### src/rtl/mem_pkg.sv
// Shared definitions for the data-memory access controller.
//   state_e        : access FSM states (IDLE, WAIT, DONE)
//   *_W_DFLT       : default address, data and stall-counter widths
package mem_pkg;

    localparam int unsigned ADDR_W_DFLT = 32;
    localparam int unsigned DATA_W_DFLT = 32;
    localparam int unsigned CNT_W_DFLT  = 16;

    typedef enum logic [1:0] {
        IDLE = 2'd0,
        WAIT = 2'd1,
        DONE = 2'd2
    } state_e;

endpackage

### src/rtl/sat_counter.sv
// Saturating up-counter; counts enabled cycles and sticks at all-ones.
//   clk, rst_n : clock, asynchronous active-low reset
//   en         : count this cycle
//   cnt        : current count
module sat_counter #(
    parameter int unsigned W = 16
) (
    input  logic         clk,
    input  logic         rst_n,
    input  logic         en,
    output logic [W-1:0] cnt
);

    logic [W-1:0] cnt_q;
    logic [W-1:0] cnt_d;

    // Increment unless already saturated.
    always_comb begin
        cnt_d = cnt_q;
        if (en && (cnt_q != {W{1'b1}})) begin
            cnt_d = cnt_q + W'(1);
        end
    end

    always_ff @(posedge clk or negedge rst_n) begin
        if (!rst_n) begin
            cnt_q <= '0;
        end else begin
            cnt_q <= cnt_d;
        end
    end

    assign cnt = cnt_q;

endmodule

### src/rtl/mem_access_ctrl.sv
// M-stage data-memory access controller. Turns a pipeline load/store into a
// registered request/acknowledge transaction, stalling the pipeline until the
// memory completes, then releases the instruction for exactly one cycle.
//   CLK, ResetN            : clock, asynchronous active-low reset
//   MemReadM, MemWriteM    : M-stage load / store (both high = store)
//   RegWriteM              : M-stage register-write enable
//   ALUOutM, WriteDataM    : access address, store data
//   DReq, DWe, DAddr, DWData : registered request to data memory
//   DAck, DRData           : one-cycle completion and read data
//   StallM                 : freeze M and earlier stages (combinational)
//   RegWriteMG             : register write gated by stall / fault
//   ReadDataM              : last captured load data
//   AlignFault             : one-cycle pulse after a misaligned access
//   StallCnt               : saturating count of stalled cycles
module mem_access_ctrl
    import mem_pkg::*;
#(
    parameter int unsigned ADDR_W = ADDR_W_DFLT,
    parameter int unsigned DATA_W = DATA_W_DFLT,
    parameter int unsigned CNT_W  = CNT_W_DFLT
) (
    input  logic              CLK,
    input  logic              ResetN,
    input  logic              MemReadM,
    input  logic              MemWriteM,
    input  logic              RegWriteM,
    input  logic [ADDR_W-1:0] ALUOutM,
    input  logic [DATA_W-1:0] WriteDataM,
    output logic              DReq,
    output logic              DWe,
    output logic [ADDR_W-1:0] DAddr,
    output logic [DATA_W-1:0] DWData,
    input  logic              DAck,
    input  logic [DATA_W-1:0] DRData,
    output logic              StallM,
    output logic              RegWriteMG,
    output logic [DATA_W-1:0] ReadDataM,
    output logic              AlignFault,
    output logic [CNT_W-1:0]  StallCnt
);

    state_e              state_q, state_d;
    logic                dreq_q, dreq_d;
    logic                dwe_q, dwe_d;
    logic [ADDR_W-1:0]   daddr_q, daddr_d;
    logic [DATA_W-1:0]   dwdata_q, dwdata_d;
    logic [DATA_W-1:0]   rdata_q, rdata_d;
    logic                fault_q, fault_d;
    logic                stall_c;
    logic                misaligned_c;

    logic access_c;
    logic aligned_c;

    assign access_c  = MemReadM | MemWriteM;
    assign aligned_c = (ALUOutM[1:0] == 2'b00);

    // Next-state, request register and stall decode.
    always_comb begin
        state_d      = state_q;
        dreq_d       = dreq_q;
        dwe_d        = dwe_q;
        daddr_d      = daddr_q;
        dwdata_d     = dwdata_q;
        rdata_d      = rdata_q;
        fault_d      = 1'b0;
        stall_c      = 1'b0;
        misaligned_c = 1'b0;
        case (state_q)
            IDLE: begin
                if (access_c) begin
                    if (aligned_c) begin
                        stall_c  = 1'b1;
                        dreq_d   = 1'b1;
                        dwe_d    = MemWriteM;
                        daddr_d  = ALUOutM;
                        dwdata_d = WriteDataM;
                        state_d  = WAIT;
                    end else begin
                        misaligned_c = 1'b1;
                        fault_d      = 1'b1;
                    end
                end
            end
            WAIT: begin
                stall_c = 1'b1;
                if (DAck) begin
                    dreq_d = 1'b0;
                    dwe_d  = 1'b0;
                    // dwe_q still describes the finishing access here.
                    if (!dwe_q) begin
                        rdata_d = DRData;
                    end
                    state_d = DONE;
                end
            end
            DONE: begin
                state_d = IDLE;
            end
            default: begin
                state_d = IDLE;
            end
        endcase
    end

    always_ff @(posedge CLK or negedge ResetN) begin
        if (!ResetN) begin
            state_q  <= IDLE;
            dreq_q   <= 1'b0;
            dwe_q    <= 1'b0;
            daddr_q  <= '0;
            dwdata_q <= '0;
            rdata_q  <= '0;
            fault_q  <= 1'b0;
        end else begin
            state_q  <= state_d;
            dreq_q   <= dreq_d;
            dwe_q    <= dwe_d;
            daddr_q  <= daddr_d;
            dwdata_q <= dwdata_d;
            rdata_q  <= rdata_d;
            fault_q  <= fault_d;
        end
    end

    sat_counter #(
        .W(CNT_W)
    ) u_stall_cnt (
        .clk   (CLK),
        .rst_n (ResetN),
        .en    (stall_c),
        .cnt   (StallCnt)
    );

    assign DReq       = dreq_q;
    assign DWe        = dwe_q;
    assign DAddr      = daddr_q;
    assign DWData     = dwdata_q;
    assign ReadDataM  = rdata_q;
    assign AlignFault = fault_q;
    assign StallM     = stall_c;
    // A faulting instruction must not write back even though it advances.
    assign RegWriteMG = RegWriteM & ~stall_c & ~misaligned_c;

endmodule
### config.mk
export PLATFORM = sky130hd
export DESIGN_NAME = mem_access_ctrl
export DESIGN_NICKNAME = d
export VERILOG_FILES = /design/src/rtl/mem_pkg.sv /design/src/rtl/sat_counter.sv /design/src/rtl/mem_access_ctrl.sv
export SDC_FILE = /design/constraint.sdc
export NUM_CORES = 1
export LEC_CHECK = 0
export CORE_ASPECT_RATIO = 0.6
export CORE_MARGIN = 2
export CORE_UTILIZATION = 51
export DETAILED_ROUTE_END_ITERATION = 8
export DONT_BUFFER_PORTS = 1
export GPL_ROUTABILITY_DRIVEN = 0
export PLACE_DENSITY = 0.67
export SYNTH_ARGS = -nofsm -noshare
export SYNTH_HDL_FRONTEND = slang
export SYNTH_HIERARCHICAL = 1
export SYNTH_SLANG_ARGS = --single-unit
### constraint.sdc
create_clock -name CLK -period 3.2 [get_ports CLK]
set_input_delay 0.48 -clock CLK [delete_from_list [all_inputs] [get_ports CLK]]
set_output_delay 0.48 -clock CLK [all_outputs]
set_load 0.02 [all_outputs]
==> run summary, run 1 <==
Entering global routing, the biggest net connects approximately 120 pins. The longest clock path from root to sink contains 2 buffers. The area share of xor/xnor cells in the synthesized design is 0.0131. The sequential cell area fraction in the yosys report came out at 0.626. The iteration count of the initial detailed-routing pass came out at 4. The area of the placeable core came out at between 9000 and 10,000 µm². The max capacitance violation total is 0. The number of nets handed over by synthesis was 400. The vertical die dimension is 78.2 µm.

After legalization and detailed placement, the total HPWL measured between 6000 and 7000 µm. The post-synthesis instance total came out at 297. The clock slew seen by the registers of the worst setup and hold paths is roughly 0.05 ns. The area share of fa/ha/maj cells after synthesis is 0.00268. The top flip-flop cell by instance count after synthesis is sky130_fd_sc_hd__dfrtp_1. The mean instance size in the synthesized netlist came out at 15.7 µm².

Dividing the detail-routed via count by the number of cells gives 5.74. The clock net in this run drives a total of ~120 sinks. The library cell used as clock root buffer is sky130_fd_sc_hd__clkbuf_16. Data on the critical path is required at its endpoint by roughly 3.5 ns. Across the whole layout, storage elements account for roughly 2900 µm². The worst setup path is launched from a flip-flop. The CTS H-tree depth is 4.

The number of top-level pins is 219. Of the available clock period, the critical path in the final layout requires 0.729. The power density over the cells came out at 1020 nW/µm².

After detailed routing, the total wire length is slightly below 10,000 µm. The clock skew after layout is around 0.0056 ns. The post-synthesis cell type count came out at 39.

The leakage component of the power is 2.40 nW. From synthesis to final layout, the design area changed by 15.8%. At the worst endpoint, the arrival time is ~2.6 ns. The quantity of I/O buffers inserted on ports came out at 0. In the synthesized netlist the async set-or-reset flop fraction comes to 1.00. Global routing finished with a remaining overflow of 0. The post-synthesis register bit count is approximately 120. The count of pins over their slew limit is 0.

Setup repair after global routing left no endpoint under its margin. The library cell used most frequently in the layout, excluding fill and tap cells, is sky130_fd_sc_hd__dfrtp_1. The CTS tree is yes. The compound-gate portion of the synthesized area is 0.0270.

Fill cells in the final layout number between 700 and 800. The worst hold-check path type is in2async. The number of antenna violations at the first check in global routing came out at 0. The clock latency reported for the late side of the worst-skew pair came out at 0.39 ns. The fmax came out at between 400 and 500 MHz. The setup total negative slack is 0 ns. Of all nets on the critical path, the largest fanout is 6. The width of the die came out at approximately 130 µm. Clock tree synthesis inserted a total of 17 buffers. By area, the combinational part of the netlist is dominated by multiplexers. The detail-routed net length per standard cell is 22.0 µm. The total design power came out at between 5 and 6 mW. The worst slew slack as a fraction of its limit is 0.382. The full die area came out at between 9000 and 10,000 µm². The number of buffers added for setup after CTS is 0.

The mux cell area share after synthesis is 0.242. The area taken by multi-input logic gates is about 1700 µm². The flow ran to the end, and the final reports show no timing, DRC or antenna violations. The wire length of the first global-routing pass came out at roughly 15,000 µm.

The library cells used most frequently in the layout, excluding fill and tap cells, are 117 x sky130_fd_sc_hd__dfrtp_1, 80 x sky130_fd_sc_hd__mux2_2, 17 x sky130_fd_sc_hd__clkbuf_16. The number of failing hold endpoints at the final stage is 0. The remaining number of nets flagged by the antenna check after routing is 0.

The count of unresolved DRC violations after routing came out at 0. The final critical-path required period is between 2 and 2.5 ns. The transition time at the pin with the least slew margin came out at approximately 0.93 ns. The total number of placement rows came out at 27.

The number of nets in the final layout is 412. The number of antenna repair diodes came out at 0. The via count of the first global-routing pass is 2,633.

At the end of the flow the core is filled with cells to 0.598. The cell area after technology mapping is between 4000 and 5000 µm². Across every metal layer, demand over resource in global routing totals 0.195. The post-synthesis share of cell area spent on and, or, nand and nor gates came out at 0.0714. The total via count after detailed routing is approximately 2,500. The highest ir drop seen on vdd came out at between 0.6 and 0.7 mV.

The first routing iteration left between 100 and 150 violations. The critical path is of the reg2reg type. Post-CTS repair changed the size of 0 cells.

The initial core utilization is 0.516. The critical path capture point type is a flip-flop. During synthesis, Yosys emitted a total of 6 warnings. The number of endpoints failing setup at the final stage came out at 0.

The number of synthesized flops with an enable pin came out at 0. The ratio of cells with drive above 1 in the final layout is 0.438.
-- layer usage --
| metal | vias to the layer above | part of all wire | global-route usage |
|---|---|---|---|
| met5 | - | 0 | 0 |
| met4 | 0 | 0.0074 | 0.0648 |
| met3 | 7 | 0.12 | 0.110 |
| met2 | 131 | 0.47 | 0.299 |
| met1 | 1270 | 0.40 | 0.234 |
| li1 | 1104 | - | - |
-- final timing paths --
kind                            start                  to  slack [ns]  cells past startpoint
max in group asynchronous      ResetN          DWData[31]        2.72                      1
min                            ResetN        ReadDataM[8]        0.04                      1
max reg2reg                state_q[1]  u_stall_cnt/cnt[5]        0.87                      6
min in group CLK                 DAck          state_q[0]        0.19                      1
max                        state_q[1]  u_stall_cnt/cnt[5]        0.87                      6
min reg2reg                state_q[1]          AlignFault        0.53                      1
-- critical path: stages (launching register included) --
cell and delay, ns:
sky130_fd_sc_hd__dfrtp_1 0.42, sky130_fd_sc_hd__or4b_4 0.55, sky130_fd_sc_hd__nand2_1 0.39, sky130_fd_sc_hd__and3_1 0.35, sky130_fd_sc_hd__and4_2 0.28, sky130_fd_sc_hd__o211ai_1 0.09, sky130_fd_sc_hd__o21a_1 0.13
-- registers in the layout (all words and copies together), names as in the netlist --
name,count
ReadDataM,32
DWe,1
DWData,32
u_stall_cnt/cnt,16
DAddr,32
AlignFault,1
state_q,2
DReq,1
-- cell families after synthesis --
group,after synthesis
compound gates,17
xor+xnor,7
fa+ha+maj,1
buf+inv,13
flops,117
mux,96
simple gates,46
-- Yosys cell counts, types with 2 or more instances --
| cell type | count | area (µm²) |
|---|---|---|
| sky130_fd_sc_hd__a21oi_1 | 3 | 15.0 |
| sky130_fd_sc_hd__a31oi_1 | 3 | 18.8 |
| sky130_fd_sc_hd__and2_1 | 2 | 12.5 |
| sky130_fd_sc_hd__and3_1 | 2 | 12.5 |
| sky130_fd_sc_hd__buf_2 | 8 | 40.0 |
| sky130_fd_sc_hd__buf_6 | 3 | 33.8 |
| sky130_fd_sc_hd__dfrtp_1 | 117 | 2930 |
| sky130_fd_sc_hd__inv_1 | 2 | 7.51 |
| sky130_fd_sc_hd__mux2_2 | 80 | 901 |
| sky130_fd_sc_hd__mux2_4 | 14 | 210 |
| sky130_fd_sc_hd__nand2_1 | 8 | 30.0 |
| sky130_fd_sc_hd__nand3_1 | 5 | 25.0 |
| sky130_fd_sc_hd__nand4_1 | 8 | 50.1 |
| sky130_fd_sc_hd__nor2_1 | 5 | 18.8 |
| sky130_fd_sc_hd__nor4_4 | 2 | 42.5 |
| sky130_fd_sc_hd__o21a_1 | 6 | 45.0 |
| sky130_fd_sc_hd__o21ai_0 | 2 | 10.0 |
| sky130_fd_sc_hd__xnor2_1 | 5 | 43.8 |
| sky130_fd_sc_hd__xor2_1 | 2 | 17.5 |
-- power by group --
group          switching [mW]  internal [mW]
sequential              0.990           1.95
combinational           0.234          0.409
clock                   0.644           1.26
-- final cells by class --
cell class | count | area share
Multi-Input combinational cell | 167 | 0.309
Timing Repair Buffer | 4 | 0.00925
Sequential cell | 117 | 0.541
Inverter | 2 | 0.00139
Clock buffer | 20 | 0.0844
Tap cell | 116 | 0.0268
Clock inverter | 12 | 0.0282
-- through the flow --
step / instance area [µm²] / hold WS (ns) / std cells / worst slack (ns)
floorplan: 4680 / 0.184 / 297 / 0.681
global placement: 4780 / 0.186 / 405 / 0.818
detailed placement: 4780 / 0.186 / 405 / 0.773
CTS: 5410 / 0.0568 / 438 / 0.904
global route: 5410 / 0.0548 / 438 / 0.783
finish: 5410 / 0.0350 / 438 / 0.867
-- repair_timing --
item | 4_1_cts | 5_1_grt
hold endpoints to repair | 117 | 0
setup endpoints to repair | 0 | 0
hold buffers | 1 | 0
No activity file was read; power rests on OpenSTA's default activity.
==> run 2, diff against run 1 <==
==> constraint.sdc (replaced) <==
create_clock -name CLK -period 2.32 [get_ports CLK]
set_input_delay 0.348 -clock CLK [delete_from_list [all_inputs] [get_ports CLK]]
set_output_delay 0.348 -clock CLK [all_outputs]
set_load 0.02 [all_outputs]
==> run summary, run 2 (synthesized netlist as in run 1, its figures left out) <==
The flow ran to the end, but the final reports show violations. The checks that failed: hold timing. The clock slew seen by the registers of the worst setup and hold paths came out at 0.05 ns (about the same). The worst setup path is captured at an output port. The number of endpoints failing setup at the final stage is 0 (unchanged). The remaining number of nets flagged by the antenna check after routing came out at 0 (unchanged). The arrival time of the worst setup path was 1.68 ns (-0.94 ns).

The transition time at the pin with the least slew margin was 0.610 ns (-0.317 ns). The number of failing hold endpoints at the final stage is 117 (+117). The filler-free cell count of the finished design is 439 (+0.23%). The power share of the clock group is 0.359 (+0.012).

In the finished design, the share of the clock period the worst path needs comes to 0.875. The initial detailed-routing violation count is 133 (-0.75%). The wire length of the first global-routing pass came out at 14,100 µm (-4.0%). The most common cell after layout, fill and taps aside is sky130_fd_sc_hd__dfrtp_1. The detail-routed net length per standard cell came out at 21.6 µm (-1.8%).

The proportion of power drawn by flip-flops and latches came out at 0.526 (-0.010). TritonCTS built the clock tree. The final critical-path required period came out at around 2.0 ns.

The total design power was 7.67 mW (+40%). The area of the placeable core is 9050 µm² (unchanged). The number of instances resized during post-cts repair came out at 0 (unchanged). The largest driver fanout on the critical path is 5 (-1). The worst setup path is launched from a flip-flop. The max capacitance violation total came out at 0 (unchanged). Setup repair after global routing left no endpoint under its margin. The number of antenna repair diodes is 0 (unchanged).

The iteration count of the initial detailed-routing pass came out at 4 (unchanged). The internal cell power was 5.12 mW (+41%). The vertical die dimension is 78.2 µm (unchanged).

The path class of the tightest hold or removal check is in2async. The total number of placement rows came out at 27 (unchanged). The number of sinks handled by clock tree synthesis is 117 (unchanged).

The residual overflow from global routing is 0 (unchanged). The count of unresolved DRC violations after routing is 0 (unchanged). The power density over the cells was 1410 nW/µm² (+39%). The post-placement cell count is 407 (+0.49%). The number of buffers added for setup after CTS is 0 (unchanged). The average via count per standard cell is 5.67 (-1.2%). The TritonCTS buffer count came to 17 (unchanged). The maximum number of pins on one net before global-route repair is 118 (unchanged).

The worst slew slack as a fraction of its limit came out at 0.593 (+0.211). The number of nets in the final layout came out at 413 (+0.24%). The via count of the first global-routing pass is 2,599 (-1.3%). The total via count after detailed routing is 2,487 (-1.0%). The critical path in this run is classified as reg2out. The CTS H-tree depth came out at 4 (unchanged).

The full die area is 9980 µm² (unchanged). The final HPWL from detailed placement is 6630 µm (+0.25%). The switching power of the nets is 2.55 mW (+37%).

The total detailed-routing wirelength is 9460 µm (-1.6%). The global-route total usage across every layer is 0.190 (-0.00582). The number of buffers on the longest clock path is 2 (unchanged). The highest ir drop seen on vdd came out at 0.716 mV (+17%). The initial core utilization is 0.516 (unchanged). The clock skew after layout came to 0.00830 ns (+0.00272 ns). The number of antenna violations at the first check in global routing is 0 (unchanged). The leakage component of the power is 2.41 nW (+0.24%). The switching power as a share of total power is 0.333 (-0.00751). The width of the die is 128 µm (unchanged). The worst slack on hold paths came out at -0.354 ns (-0.389 ns).

The library cell used as clock root buffer is sky130_fd_sc_hd__clkbuf_16. In the layout the commonest cells are 117 x sky130_fd_sc_hd__dfrtp_1, 80 x sky130_fd_sc_hd__mux2_2, 17 x sky130_fd_sc_hd__clkbuf_16. The number of top-level pins is 219 (unchanged).

The combinational group share of total power was 0.115 (-0.002). The setup total negative slack is 0 ns (unchanged). The ratio of cells with drive above 1 in the final layout came out at 0.443 (+0.00484). The clock latency reported for the late side of the worst-skew pair is 0.40 ns (about the same). The quantity of I/O buffers inserted on ports came out at 0 (unchanged). The area growth from synthesis to layout came out at 16.1%. The count of pins over their slew limit is 0 (unchanged). The fmax came out at approximately 490 MHz. The data required time at the worst endpoint came out at 1.97 ns (-1.51 ns).
[run 2: cell count changes in the layout (fill, tap and decap cells not counted), sizes merged]
cell,previous run,this run
buf,4,5
bufinv,3,4
inv,3,2
[run 2: power by group through the flow]
| stage | sequential [mW] | combinational [mW] | clock (mW) |
|---|---|---|---|
| 2_1_floorplan | 3.91 | 0.748 | 0 |
| 3_3_place_gp | 4.06 | 0.842 | 0 |
| 3_5_place_dp | 4.06 | 0.894 | 0 |
| 4_1_cts | 4.05 | 0.893 | 2.80 |
| 5_1_grt | 4.12 | 0.963 | 2.90 |
| 6_report | 4.04 | 0.883 | 2.75 |
[run 2: layer usage]
| layer | track usage | routed length, µm | up-vias |
|---|---|---|---|
| met4 | 0.0725 | 101 | 0 |
| met1 | 0.218 | 3730 | 1239 |
| met3 | 0.103 | 1060 | 11 |
| met5 | 0 | 0 | - |
| li1 | - | - | 1104 |
| met2 | 0.300 | 4580 | 133 |
[run 2: per-stage QoR]
stage,util,setup WS [ns],instance area (µm²),hold WS (ns)
finish,0.600,0.290,5430,-0.354
global route,0.600,0.207,5430,-0.386
global placement,0.529,0.312,4790,0.0541
CTS,0.600,0.268,5430,-0.372
floorplan,-,0.0480,4680,0.0524
detailed placement,0.529,0.283,4790,0.0538
[run 2: layout make-up]
type                    instances  area [µm²]
inverters                       2        7.51
clock buffers                  20         457
multi-input cells             167        1680
repair buffers                  5        37.5
well taps                     116         145
flip-flops and latches        117        2930
fillers                       702        3630
clock inverters                12         178
[run 2: path summary, 6_finish.rpt]
kind	to	depth (start not counted)	from	slack, ns
max reg2reg	u_stall_cnt/cnt[7]	6	state_q[1]	0.30
max in group asynchronous	ReadDataM[31]	0	ResetN	2.55
min in group CLK	state_q[0]	1	DAck	0.07
max	StallM	3	state_q[1]	0.29
min	DWData[12]	0	ResetN	-0.35
min reg2reg	AlignFault	1	state_q[1]	0.55
[run 2: worst max-delay path, cell delays in order, from the launching register on]
cell,delay [ns]
sky130_fd_sc_hd__dfrtp_1,0.42
sky130_fd_sc_hd__or4b_4,0.57
sky130_fd_sc_hd__nand2_2,0.13
sky130_fd_sc_hd__buf_4,0.18
